`src/rtl/mem_port_arbiter.sv`:
```
// Arbitrates a core and a debug requester onto one shared data-memory port, one access per 3 cycles.
// Grant counters are built only when MEM_PORT_ARBITER_PERF_EN is defined; otherwise they read 0.
module mem_port_arbiter #(
   parameter int STARVE_LIMIT = 8,
   parameter int CNT_W        = 16
) (
   input  logic             i_clk,
   input  logic             i_rst_n,
   input  logic             i_core_req,
   input  logic             i_core_we,
   input  logic [3:0]       i_core_en,
   input  logic [31:0]      i_core_addr,
   input  logic [31:0]      i_core_din,
   output logic [31:0]      o_core_rdata,
   output logic             o_core_ack,
   output logic             o_core_stall,
   input  logic             i_dbg_req,
   input  logic             i_dbg_we,
   input  logic [3:0]       i_dbg_en,
   input  logic [31:0]      i_dbg_addr,
   input  logic [31:0]      i_dbg_din,
   output logic [31:0]      o_dbg_rdata,
   output logic             o_dbg_ack,
   output logic [3:0]       o_mem_en,
   output logic             o_mem_wea,
   output logic             o_mem_rea,
   output logic [31:0]      o_mem_addr,
   output logic [31:0]      o_mem_din,
   input  logic [31:0]      i_mem_dout,
   output logic [CNT_W-1:0] o_core_gnt_cnt,
   output logic [CNT_W-1:0] o_dbg_gnt_cnt
);
   // state | meaning
   // IDLE  | arbitrate pending requests, latch the winner
   // ISSUE | drive the latched access onto the memory port
   // RESP  | ack the owner, return read data
   typedef enum logic [1:0] {ST_IDLE = 2'd0, ST_ISSUE = 2'd1, ST_RESP = 2'd2} state_t;

   localparam int SW = $clog2(STARVE_LIMIT + 1);

   state_t        r_state, w_next;
   logic          r_owner, r_we;
   logic [3:0]    r_en;
   logic [31:0]   r_addr, r_din;
   logic [31:0]   r_core_rdata, r_dbg_rdata;
   logic [SW-1:0] r_starve;
   logic          w_grant, w_dbg_win, w_issue, w_resp, w_core_rd, w_dbg_rd;

   assign w_dbg_win = i_dbg_req && (!i_core_req || (r_starve == SW'(STARVE_LIMIT)));
   assign w_grant   = (r_state == ST_IDLE) && (i_core_req || i_dbg_req);
   assign w_issue   = (r_state == ST_ISSUE);
   assign w_resp    = (r_state == ST_RESP);
   assign w_core_rd = w_resp && !r_owner && !r_we;
   assign w_dbg_rd  = w_resp && r_owner && !r_we;

   always_ff @(posedge i_clk or negedge i_rst_n) begin
      if (!i_rst_n) r_state <= ST_IDLE;
      else          r_state <= w_next;
   end

   always_comb begin
      w_next = r_state;
      case (r_state)
         ST_IDLE:  if (i_core_req || i_dbg_req) w_next = ST_ISSUE;
         ST_ISSUE: w_next = ST_RESP;
         ST_RESP:  w_next = ST_IDLE;
         default:  w_next = ST_IDLE;
      endcase
   end

   always_ff @(posedge i_clk or negedge i_rst_n) begin
      if (!i_rst_n) begin
         r_owner <= 1'b0;
         r_we    <= 1'b0;
         r_en    <= 4'h0;
         r_addr  <= 32'h0;
         r_din   <= 32'h0;
      end else if (w_grant) begin
         r_owner <= w_dbg_win;
         r_we    <= w_dbg_win ? i_dbg_we   : i_core_we;
         r_en    <= w_dbg_win ? i_dbg_en   : i_core_en;
         r_addr  <= w_dbg_win ? i_dbg_addr : i_core_addr;
         r_din   <= w_dbg_win ? i_dbg_din  : i_core_din;
      end
   end

   // Starvation only advances on arbitration cycles the core wins while dbg waits.
   always_ff @(posedge i_clk or negedge i_rst_n) begin
      if (!i_rst_n) begin
         r_starve <= '0;
      end else if (!i_dbg_req) begin
         r_starve <= '0;
      end else if (w_grant) begin
         if (w_dbg_win)                           r_starve <= '0;
         else if (r_starve != SW'(STARVE_LIMIT))  r_starve <= r_starve + SW'(1);
      end
   end

   always_ff @(posedge i_clk or negedge i_rst_n) begin
      if (!i_rst_n) begin
         r_core_rdata <= 32'h0;
         r_dbg_rdata  <= 32'h0;
      end else begin
         if (w_core_rd) r_core_rdata <= i_mem_dout;
         if (w_dbg_rd)  r_dbg_rdata  <= i_mem_dout;
      end
   end

   // Read data is passed through during RESP so it is valid together with the ack.
   assign o_core_rdata = w_core_rd ? i_mem_dout : r_core_rdata;
   assign o_dbg_rdata  = w_dbg_rd  ? i_mem_dout : r_dbg_rdata;
   assign o_core_ack   = w_resp && !r_owner;
   assign o_dbg_ack    = w_resp && r_owner;
   assign o_core_stall = i_core_req && !o_core_ack;

   assign o_mem_en   = w_issue ? r_en : 4'h0;
   assign o_mem_wea  = w_issue && r_we;
   assign o_mem_rea  = w_issue && !r_we;
   assign o_mem_addr = w_issue ? r_addr : 32'h0;
   assign o_mem_din  = w_issue ? r_din  : 32'h0;

`ifdef MEM_PORT_ARBITER_PERF_EN
   logic [CNT_W-1:0] r_core_cnt, r_dbg_cnt;

   always_ff @(posedge i_clk or negedge i_rst_n) begin
      if (!i_rst_n) begin
         r_core_cnt <= '0;
         r_dbg_cnt  <= '0;
      end else if (w_grant) begin
         if (w_dbg_win) begin
            if (r_dbg_cnt != '1) r_dbg_cnt <= r_dbg_cnt + CNT_W'(1);
         end else if (r_core_cnt != '1) begin
            r_core_cnt <= r_core_cnt + CNT_W'(1);
         end
      end
   end

   assign o_core_gnt_cnt = r_core_cnt;
   assign o_dbg_gnt_cnt  = r_dbg_cnt;
`else
   assign o_core_gnt_cnt = '0;
   assign o_dbg_gnt_cnt  = '0;
`endif

endmodule

```
`config.mk`:
```
export PLATFORM = sky130hd
export DESIGN_NAME = mem_port_arbiter
export DESIGN_NICKNAME = d
export VERILOG_FILES = /design/src/rtl/mem_port_arbiter.sv
export SDC_FILE = /design/constraint.sdc
export NUM_CORES = 1
export LEC_CHECK = 0
export ABC_CLOCK_PERIOD_IN_PS = 2400
export BUFFER_PORTS_ARGS = -buffer_cell sky130_fd_sc_hd__buf_4
export CORE_AREA = 2 2 132 134
export DETAILED_ROUTE_END_ITERATION = 10
export DIE_AREA = 0 0 134 136
export PLACE_DENSITY_LB_ADDON = 0.15
export SYNTH_ARGS = -nofsm -noshare
export SYNTH_HDL_FRONTEND = slang
export SYNTH_SLANG_ARGS = --single-unit
```
`constraint.sdc`:
```
create_clock -name i_clk -period 2.4 [get_ports i_clk]
set_clock_uncertainty 0.1 [all_clocks]
set_input_delay 0.6 -clock i_clk [delete_from_list [all_inputs] [get_ports i_clk]]
set_output_delay 0.6 -clock i_clk [all_outputs]
set_load 0.05 [all_outputs]
```
==> Word-level counts from Yosys, hierarchy flattened <==
Cells that the tools add are included.
{ "word_totals": {"ff_bits": 140, "word_cells": 49} }
{ "op_classes": {"n_addsub": 1, "eq_ne": 7, "muxes": 15, "reduce_logical": 17} }
{ "ops": {"columns": ["cell", "count"], "rows": [
  ["$mux 32", 6],
  ["$mux 4", 6],
  ["$logic_and 1x1->1", 9],
  ["$add 4x1->4 const B", 1],
  ["$eq 4x4->1 const B", 1],
  ["$logic_not 1->1", 4],
  ["$ne 2x1->1 const B", 2],
  ["$ne 4x4->1 const B", 1],
  ["$pmux 2 s2", 1],
  ["$ne 3x1->1 const B", 1],
  ["$eq 2x1->1 const B", 1],
  ["$eq 2x2->1 const B", 1],
  ["$logic_not 2->1", 1],
  ["$logic_or 1x1->1", 2],
  ["$mux 2", 1],
  ["$reduce_and 2->1", 1],
  ["$mux 1", 1]
]} }

==> Longest topological paths before layout <==
Gate-level depths: netlist (run 1).
{ "logic_depth": {"word_depth": 6, "depth_mapped": 7, "mapped_depth_nobuf": 5} }

==> Worst setup path after synthesis (run 1) <==
No wires, ideal clock.
{ "synth_timing": {"path_kind": "reg-to-output", "start": "register r_state[0]", "end": "output port o_core_rdata[10]", "arrival_ns": 2.235, "setup_slack_ns": -0.535, "stages_incl_launch_ff": 7, "path_cell_list": "dfrtp_1 buf_4 nor3b_2 and2b_1 buf_6 buf_8 mux2_1"} }
{ "synth_via": {"elab_chain_cells": 4} }
{ "synth_lines": {"columns": ["item", "line", "rtl"], "rows": [
  ["from (decl)", "41", "state_t r_state, w_next;"],
  ["from (signal assigned)", "58", "else r_state <= w_next;"],
  ["$eq 2x2->1", "52", "assign w_resp = (r_state == ST_RESP);"],
  ["$logic_and 1x1->1", null, null],
  ["net o_core_ack", "15", "output logic o_core_ack,"],
  ["$logic_and 1x1->1", "53", "assign w_core_rd = w_resp && !r_owner && !r_we;"],
  ["$mux 32", "110", "assign o_core_rdata = w_core_rd ? i_mem_dout : r_core_rdata;"],
  ["to (decl)", "14", "output logic [31:0] o_core_rdata,"]
]} }
The timed path passes the listed nets, and every way through them passes these cells.

==> Worst setup path after layout (run 1) <==
{ "layout_timing": {"start": "register r_state[0]", "end": "output port o_dbg_rdata[8]"} }
{ "layout_via": {"elab_chain_cells": 4} }
{ "layout_lines": {"columns": ["item", "line", "rtl"], "rows": [
  ["$eq 2x2->1", "52", null],
  ["$logic_and 1x1->1 (2 in series)", "54", "assign w_dbg_rd = w_resp && r_owner && !r_we;"],
  ["$mux 32", "111", "assign o_dbg_rdata = w_dbg_rd ? i_mem_dout : r_dbg_rdata;"],
  ["to (decl)", "22", "output logic [31:0] o_dbg_rdata,"]
]} }
Every way passes these cells.

==> results_dict.tcl, run 1 <==
set metrics [dict create \
    avgSynthCellArea_um2 12.0 \
    final_nets 1128 \
    viasPerCell 5.49 \
    clock_sinks 140 \
    ys_seq_area_frac 0.473 \
    p_int_mw 10.8 \
    synth_top_family_by_area "simple AND/OR/NAND/NOR gates" \
    synth-compound-area-share 0.100 \
    power_density_mw_per_mm2 1620 \
    setup_viol 134 \
    violations "setup timing" \
    synthToLayoutAreaGrowth_pct 59.0 \
    track_usage 0.259 \
    worstPathRequired_ps 1700 \
    cp.arrival_ps 2170 \
    async_flop_share 1.00 \
    drc 0 \
    netSwitchingPower_mw 8.28 \
    die-area_mm2 0.0182 \
    die_y_um 136 \
    min_period_over_period 1.20 \
    slew_viol_final 0 \
    num_io_pins 343 \
    synth_edf_count 0 \
    synth_seq_cells 140 \
    hold_ws_ps 23.7 \
    power_frac_clock 0.165 \
    p_sw_frac 0.434 \
    drive_above_1_share 0.526 \
    drv_cap 0 \
    clock_latency_ps 420 \
    n_antenna_cell 0 \
    slew-limit-headroom 0.622 \
    final_cells 1190 \
    grt_overflow 0 \
    cts.clk_slew.worst_paths_ps 60 \
    ys.flop_type "dfrtp_1" \
    antenna_found_initial 0 \
    max_slew.worst_pin.slew_ps 567 \
    dp_cells 1106 \
    critPathKind "register to output port" \
    yosysWarnings 0 \
    firstDrtPassIters 4 \
    die-width_um 134 \
    htreeDepth 4 \
    max_freq_ghz 0.348 \
    status "finished, violations left" \
    place_congestion 0.825 \
    rr_worst_depth 7 \
    p_seq_frac 0.212 \
    holdCritPathClass "primary input to async pin" \
    yosys.area_share.simple 0.222 \
    core_mm2 0.0169 \
    start_kind "register" \
    synthXorXnorAreaFrac 0 \
    yosysTopAreaCell "dfrtp_1" \
    drt.antenna.violating_nets 0 \
    root_buffer "clkbuf_16" \
    grt_pass1_wl_um 36300 \
    cts_tree "built" \
    synth_common_cells "dfrtp_1 (140), a221o_1 (69), and2_1 (69), and3_1 (69), and4_1 (55)" \
    port_buffers 310 \
    wl_per_cell_um 21.5 \
    synthMuxAreaShare 0.114 \
    synth_area_leaders "dfrtp_1 (47%), a221o_1 (9.3%), and4_1 (6.5%), mux2_4 (6.1%), and2_1 (5.8%)" \
    syn_area_mm2 0.00740 \
    vias 6528 \
    p_leak_nw 5.91 \
    grt_max_degree 77 \
    row_count 48 \
    synth_cell_types 37 \
    crit_fanout 6 \
    post-synth-top-count-cell "dfrtp_1" \
    rsz0062_at_grt "true" \
    synth_cells 619 \
    cts_buffers 17 \
    utilization 0.697 \
    drtIter0Drc 442 \
    initial_core_util 0.438 \
    route.final.wire_length_um 25600 \
    cts_hold_buf 0 \
    dpl.hpwl_um 15300 \
    cp-end-kind "output port" \
    ir_worst_vdd_mv 1.12 \
    period_needed_ps 2870 \
    synthAdderAreaFrac 0.00338 \
    hold_viol_final 0 \
    comb_power_share 0.623 \
    grt_pass1_vias 6361 \
    worst_slack_ps -471 \
    clockBufferDepth 2 \
    synth.top_cell.area_share 0.473 \
]
-- per-layer routing --
metal | GRT usage | share of wire | vias to the layer above
li1 | - | - | 2928
met1 | 0.325 | 0.39 | 3245
met2 | 0.452 | 0.53 | 307
met3 | 0.0533 | 0.062 | 48
met4 | 0.0768 | 0.024 | 0
met5 | 0 | 0 | -
-- cells by family (layout without fill, tap and decap cells) --
kind of cell,after synthesis,count (layout)
simple gates,228,228
flops,140,140
buf+inv,105,420
compound gates,78,78
mux,65,65
fa+ha+maj,2,2
other cells,1,32
-- path summary, 6_finish.rpt --
check	from	to	slack [ps]
worst min register to register	r_dbg_rdata[24]	r_dbg_rdata[24]	400
worst max-delay path	r_state[0]	o_dbg_rdata[8]	-470
max in group asynchronous	i_rst_n	r_dbg_rdata[30]	1500
worst max register to register	r_state[0]	r_dbg_rdata[31]	360
worst min-delay path	i_rst_n	r_core_rdata[6]	20
min in group i_clk	i_mem_dout[4]	r_core_rdata[4]	340
-- what timing repair did --
action | 4_1_cts | 5_1_grt
gates cloned | 7 | 3
buffers inserted | 19 | 25
pin swaps | 1 | 1
endpoints found under the setup margin | 134 | 134
resized for setup | 121 | 22
-- final cells by class --
| cell class | count | area, µm² |
|---|---|---|
| Inverter | 4 | 15.0 |
| Clock buffer | 23 | 508 |
| Tap cell | 225 | 282 |
| Multi-Input combinational cell | 405 | 3540 |
| Sequential cell | 140 | 3500 |
| Timing Repair Buffer | 384 | 3710 |
| Clock inverter | 9 | 203 |
| Fill cell | 1154 | 5110 |
-- critical path: stages, from the launching register on --
cell,delay [ps]
dfrtp_1,420
and3b_2,290
nor2b_4,240
buf_12,150
buf_12,130
mux2_4,340
buf_8,160
-- state kept, by name (all words and copies together), names as in the netlist --
signal and cells:
r_en 4, r_core_rdata 32, r_dbg_rdata 32, r_state 2, r_we 1, r_din 32, r_addr 32, r_owner 1
r_starve 4
-- layout by cell type (no fill, tap or decap), types with 2 or more instances in the layout --
master	netlist	layout
buf_4	35	266
dfrtp_1	140	139
and3_1	69	69
a221o_1	69	69
and2_1	69	68
mux2_4	30	64
buf_6	9	63
and4_1	55	55
buf_8	3	34
conb_1	1	32
clkbuf_16	0	20
and4_2	14	14
buf_12	0	12
clkbuf_8	0	6
bufinv_16	0	6
inv_1	4	4
nor2b_1	5	3
a21oi_1	3	3
o21ai_0	3	3
nand3_1	3	3
buf_16	0	3
bufbuf_16	0	3
nor2b_4	0	2
ha_1	2	2
-- through the flow --
stage | setup TNS (ps) | setup WS, ps | cell area [µm²] | total power [mW]
2_1_floorplan | -6890 | -176 | 7650 | 11.1
3_3_place_gp | 0 | 122 | 9900 | 13.5
3_5_place_dp | 0 | 72.6 | 9900 | 13.6
4_1_cts | -35430 | -370 | 11400 | 18.3
5_1_grt | -48780 | -515 | 11800 | 19.8
6_report | -40680 | -471 | 11800 | 19.1
-- power by group through the flow --
stage,clock (mW),sequential [mW],combinational (mW)
floorplan,0,3.82,7.28
global placement,0,3.95,9.52
detailed placement,0,3.96,9.68
CTS,3.18,3.97,11.1
global route,3.30,4.14,12.3
finish,3.15,4.05,11.9
(Power assumes the default switching activity.)
==> inputs of run 2 (changes only) <==
Settings changed: CORE_AREA 2 2 132 134 to not set, CORE_UTILIZATION set to 30, DIE_AREA 0 0 134 136 to not set, SKIP_CTS_REPAIR_TIMING set to 1.
==> results_dict.tcl, run 2 (same netlist as run 1, synthesis figures left out) <==
set metrics [dict create \
    clockBufferDepth 2 \
    num_io_pins 343 \
    slew_viol_final 0 \
    status "finished, violations left" \
    drc 0 \
    cts_tree "built" \
    drtIter0Drc 370 \
    root_buffer "clkbuf_16" \
    core_mm2 0.0242 \
    wl_per_cell_um 18.4 \
    period_needed_ps 2730 \
    critPathSlowestCell "dfrtp_1" \
    crit_end "o_core_rdata[21]" \
    rsz0062_at_grt "true" \
    port_buffers 310 \
    drive_above_1_share 0.513 \
    post-place-ws_ps 62.3 \
    fin_setup_tns_ps -27150 \
    rr_worst_depth 6 \
    grt_overflow 0 \
    die_y_um 159 \
    die-area_mm2 0.0253 \
    worstSetupStartpoint "r_state[0]" \
    initial_core_util 0.305 \
    worst_slack_ps -327 \
    cp-end-kind "output port" \
    cts_buffers 17 \
    power_density_mw_per_mm2 1550 \
    start_kind "register" \
    clock_sinks 140 \
    holdCritPathClass "primary input to async pin" \
    slowest_delay_ps 410 \
    grt_pass1_vias 6104 \
    layout_commonest_cell "buf_4" \
    row_count 57 \
    track_usage 0.177 \
    drt.antenna.violating_nets 0 \
    ir_worst_vdd_mv 0.898 \
    crit_fanout 7 \
    violations "setup timing" \
    htreeDepth 4 \
    regToRegSetupSlack_ps 460 \
    r2r_end "r_addr[12]" \
    crit_chain "nor3b_4 -> and2b_4 -> clkbuf_16 -> mux2_4 -> buf_8" \
    clock_latency_ps 410 \
    critPathKind "register to output port" \
    viasPerCell 4.83 \
    p_leak_nw 5.62 \
    die-width_um 159 \
    hold_viol_final 0 \
    final_cell_mix "buf_4 (273), dfrtp_1 (139), and3_1 (69), a221o_1 (69), and2_1 (68)" \
    dpl.hpwl_um 15000 \
    place_congestion 0.776 \
    r2r_start "r_starve[0]" \
    final_nets 1102 \
    grt_pass1_wl_um 35300 \
    firstDrtPassIters 4 \
    min_period_over_period 1.14 \
    max_freq_ghz 0.367 \
    cp.arrival_ps 2030 \
    n_antenna_cell 0 \
    worstPathRequired_ps 1700 \
    grt_max_degree 81 \
    drv_cap 0 \
    antenna_found_initial 0 \
    vias 6103 \
    hold_ws_ps 28.4 \
    route.final.wire_length_um 23300 \
    cts.clk_slew.worst_paths_ps 70 \
    setup_viol 134 \
    synthToLayoutAreaGrowth_pct 52.3 \
]
run 2: power breakdown:
part | switching [mW] | internal (mW) | total [mW]
Sequential | 0.464 | 3.48 | 3.94
Combinational | 6.37 | 4.56 | 10.9
Clock | 1.15 | 1.49 | 2.64
Total | 7.99 | 9.54 | 17.5
run 2: how the worst min path moves through the flow:
stage                     depth (start not counted)  slack (ps)          endpoint        startpoint
after floorplan                                   0         200         r_addr[0]           i_rst_n
final                                             1          30   r_dbg_rdata[20]           i_rst_n
after detailed placement                          1         380   r_core_rdata[4]   r_core_rdata[4]
after global routing                              1          40  r_core_rdata[20]           i_rst_n
after global placement                            1         380  r_core_rdata[27]  r_core_rdata[27]
after CTS                                         1          30  r_core_rdata[20]           i_rst_n
run 2: final cells by class:
cell class | instances | area [µm²]
fill | 2293 | 13000
multi-input combinational | 405 | 3540
sequential | 140 | 3500
timing repair buffer | 358 | 3220
clock buffer | 18 | 439
tap | 324 | 405
clock inverter | 14 | 145
inverter | 4 | 15.0
run 2: through the flow:
step / std cells / util / power [mW] / cell area (µm²)
2_1_floorplan: 650 / - / 11.1 / 7650
3_3_place_gp: 1209 / 0.418 / 13.8 / 10100
3_5_place_dp: 1209 / 0.418 / 13.8 / 10100
4_1_cts: 1241 / 0.442 / 16.6 / 10700
5_1_grt: 1263 / 0.465 / 18.4 / 11300
6_report: 1263 / 0.465 / 17.5 / 11300
run 2: critical path, delay by kind of cell (launching register included):
| family | cells | cell delay (ps) |
|---|---|---|
| AND/OR/NAND/NOR | 2 | 520 |
| multiplexers | 1 | 320 |
| buffers and inverters | 2 | 360 |
| flip-flops | 1 | 410 |
run 2: per-layer routing:
layer | track usage | part of all wire
met5 | 0 | 0
met4 | 0.0481 | 0.015
met3 | 0.0568 | 0.077
met2 | 0.269 | 0.46
met1 | 0.241 | 0.45
==> inputs of run 3 (changes only) <==
Settings changed: ABC_CLOCK_PERIOD_IN_PS 2400 to 3200.
Clock period 2.4 ns to 3.2 ns, I/O delays scaled along.
==> results_dict.tcl, run 3 (same netlist as run 1, synthesis figures left out) <==
set metrics [dict create \
    regToRegSetupSlack_ps 1240 \
    drt.antenna.violating_nets 0 \
    period_needed_ps 3080 \
    initial_core_util 0.305 \
    firstDrtPassIters 4 \
    hold_viol_final 0 \
    place_congestion 0.770 \
    core_mm2 0.0242 \
    antenna_found_initial 1 \
    min_period_over_period 0.961 \
    die-width_um 159 \
    drc 0 \
    route.final.wire_length_um 22200 \
    cts_buffers 17 \
    n_antenna_cell 0 \
    cts.clk_slew.worst_paths_ps 60 \
    max_slew.worst_pin.slew_ps 659 \
    grt_overflow 0 \
    max_freq_ghz 0.325 \
    power_density_mw_per_mm2 1140 \
    ir_worst_vdd_mv 0.516 \
    dpl.hpwl_um 14600 \
    port_buffers 310 \
    wl_per_cell_um 18.0 \
    place_area_mm2 0.00982 \
    row_count 57 \
    grt_pass1_vias 6053 \
    die_y_um 159 \
    holdCritPathClass "primary input to async pin" \
    critPathKind "register to output port" \
    synthToLayoutAreaGrowth_pct 40.7 \
    final_cells 1231 \
    utilization 0.429 \
    viasPerCell 4.80 \
    crit_fanout 32 \
    layout_commonest_cell "buf_4" \
    die-area_mm2 0.0253 \
    dp_cells 1200 \
    worst_slack_ps 124 \
    drive_above_1_share 0.461 \
    setup_viol 0 \
    track_usage 0.176 \
    rr_worst_depth 6 \
    drv_cap 0 \
    clock_sinks 140 \
    r2r_end "r_addr[25]" \
    p_leak_nw 5.21 \
    cp.arrival_ps 2180 \
    num_io_pins 343 \
    rsz0062_at_grt "false" \
    grt_max_degree 73 \
    clock_latency_ps 410 \
    clockBufferDepth 2 \
    htreeDepth 4 \
    final_nets 1071 \
    r2r_start "r_starve[0]" \
    grt_pass1_wl_um 34900 \
    slew_viol_final 0 \
    cp-end-kind "output port" \
    slew-limit-headroom 0.561 \
    drtIter0Drc 272 \
    start_kind "register" \
    vias 5910 \
    worstPathRequired_ps 2300 \
    cts_tree "built" \
    post-place-ws_ps 421 \
    final_cell_mix "buf_4 (323), dfrtp_1 (138), and2_1 (69), and3_1 (69), a221o_1 (69)" \
    postLayoutCellArea_mm2 0.0104 \
    status "finished, final reports clean" \
    root_buffer "clkbuf_16" \
]
==> run 3: cell count changes in the layout (fill, tap and decap cells not counted), sizes merged <==
cell,change
bufinv,+1
buf,-27
inv,-6
clkinv,+4
clkbuf,-4
==> run 3: how the worst max path moves through the flow <==
stage,startpoint,to,cells after the start
final,r_state[0],o_dbg_rdata[31],5
after floorplan,r_state[0],o_core_rdata[10],6
after global placement,r_state[1],o_core_rdata[31],5
after CTS,r_state[1],o_core_rdata[2],5
after global routing,r_state[1],o_core_rdata[19],5
after detailed placement,r_state[1],o_core_rdata[12],5
==> run 3: layout make-up <==
type / count / area, µm²
Clock buffer: 18 / 439
Clock inverter: 13 / 141
Fill cell: 2382 / 13800
Inverter: 4 / 15.0
Multi-Input combinational cell: 405 / 3410
Sequential cell: 140 / 3510
Tap cell: 324 / 405
Timing Repair Buffer: 327 / 2500
==> run 3: metal layers <==
| layer | routed length (µm) | global-route usage |
|---|---|---|
| met1 | 9930 | 0.229 |
| met3 | 1880 | 0.0690 |
| met5 | 8 | 0 |
| met4 | 189 | 0.0402 |
| met2 | 10200 | 0.275 |
==> run 3: worst max-delay path, stage by stage, from the launching register on <==
cell and delay (ps):
dfrtp_2 490, and3b_1 270, nor2b_4 170, buf_12 260
mux2_2 380, buf_4 190
==> run 3: power by group <==
part,internal (mW),switching (mW)
logic,2.43,4.47
registers,2.61,0.359
clock network,1.17,0.792
total,6.20,5.62
==> run 3: stage by stage <==
stage	total power, mW	TNS [ps]	hold WS, ps
after detailed placement	9.94	0	372
final	11.8	0	157
after floorplan	8.04	0	371
after global placement	9.91	0	368
after CTS	12.0	-482	150
after global routing	12.5	0	147
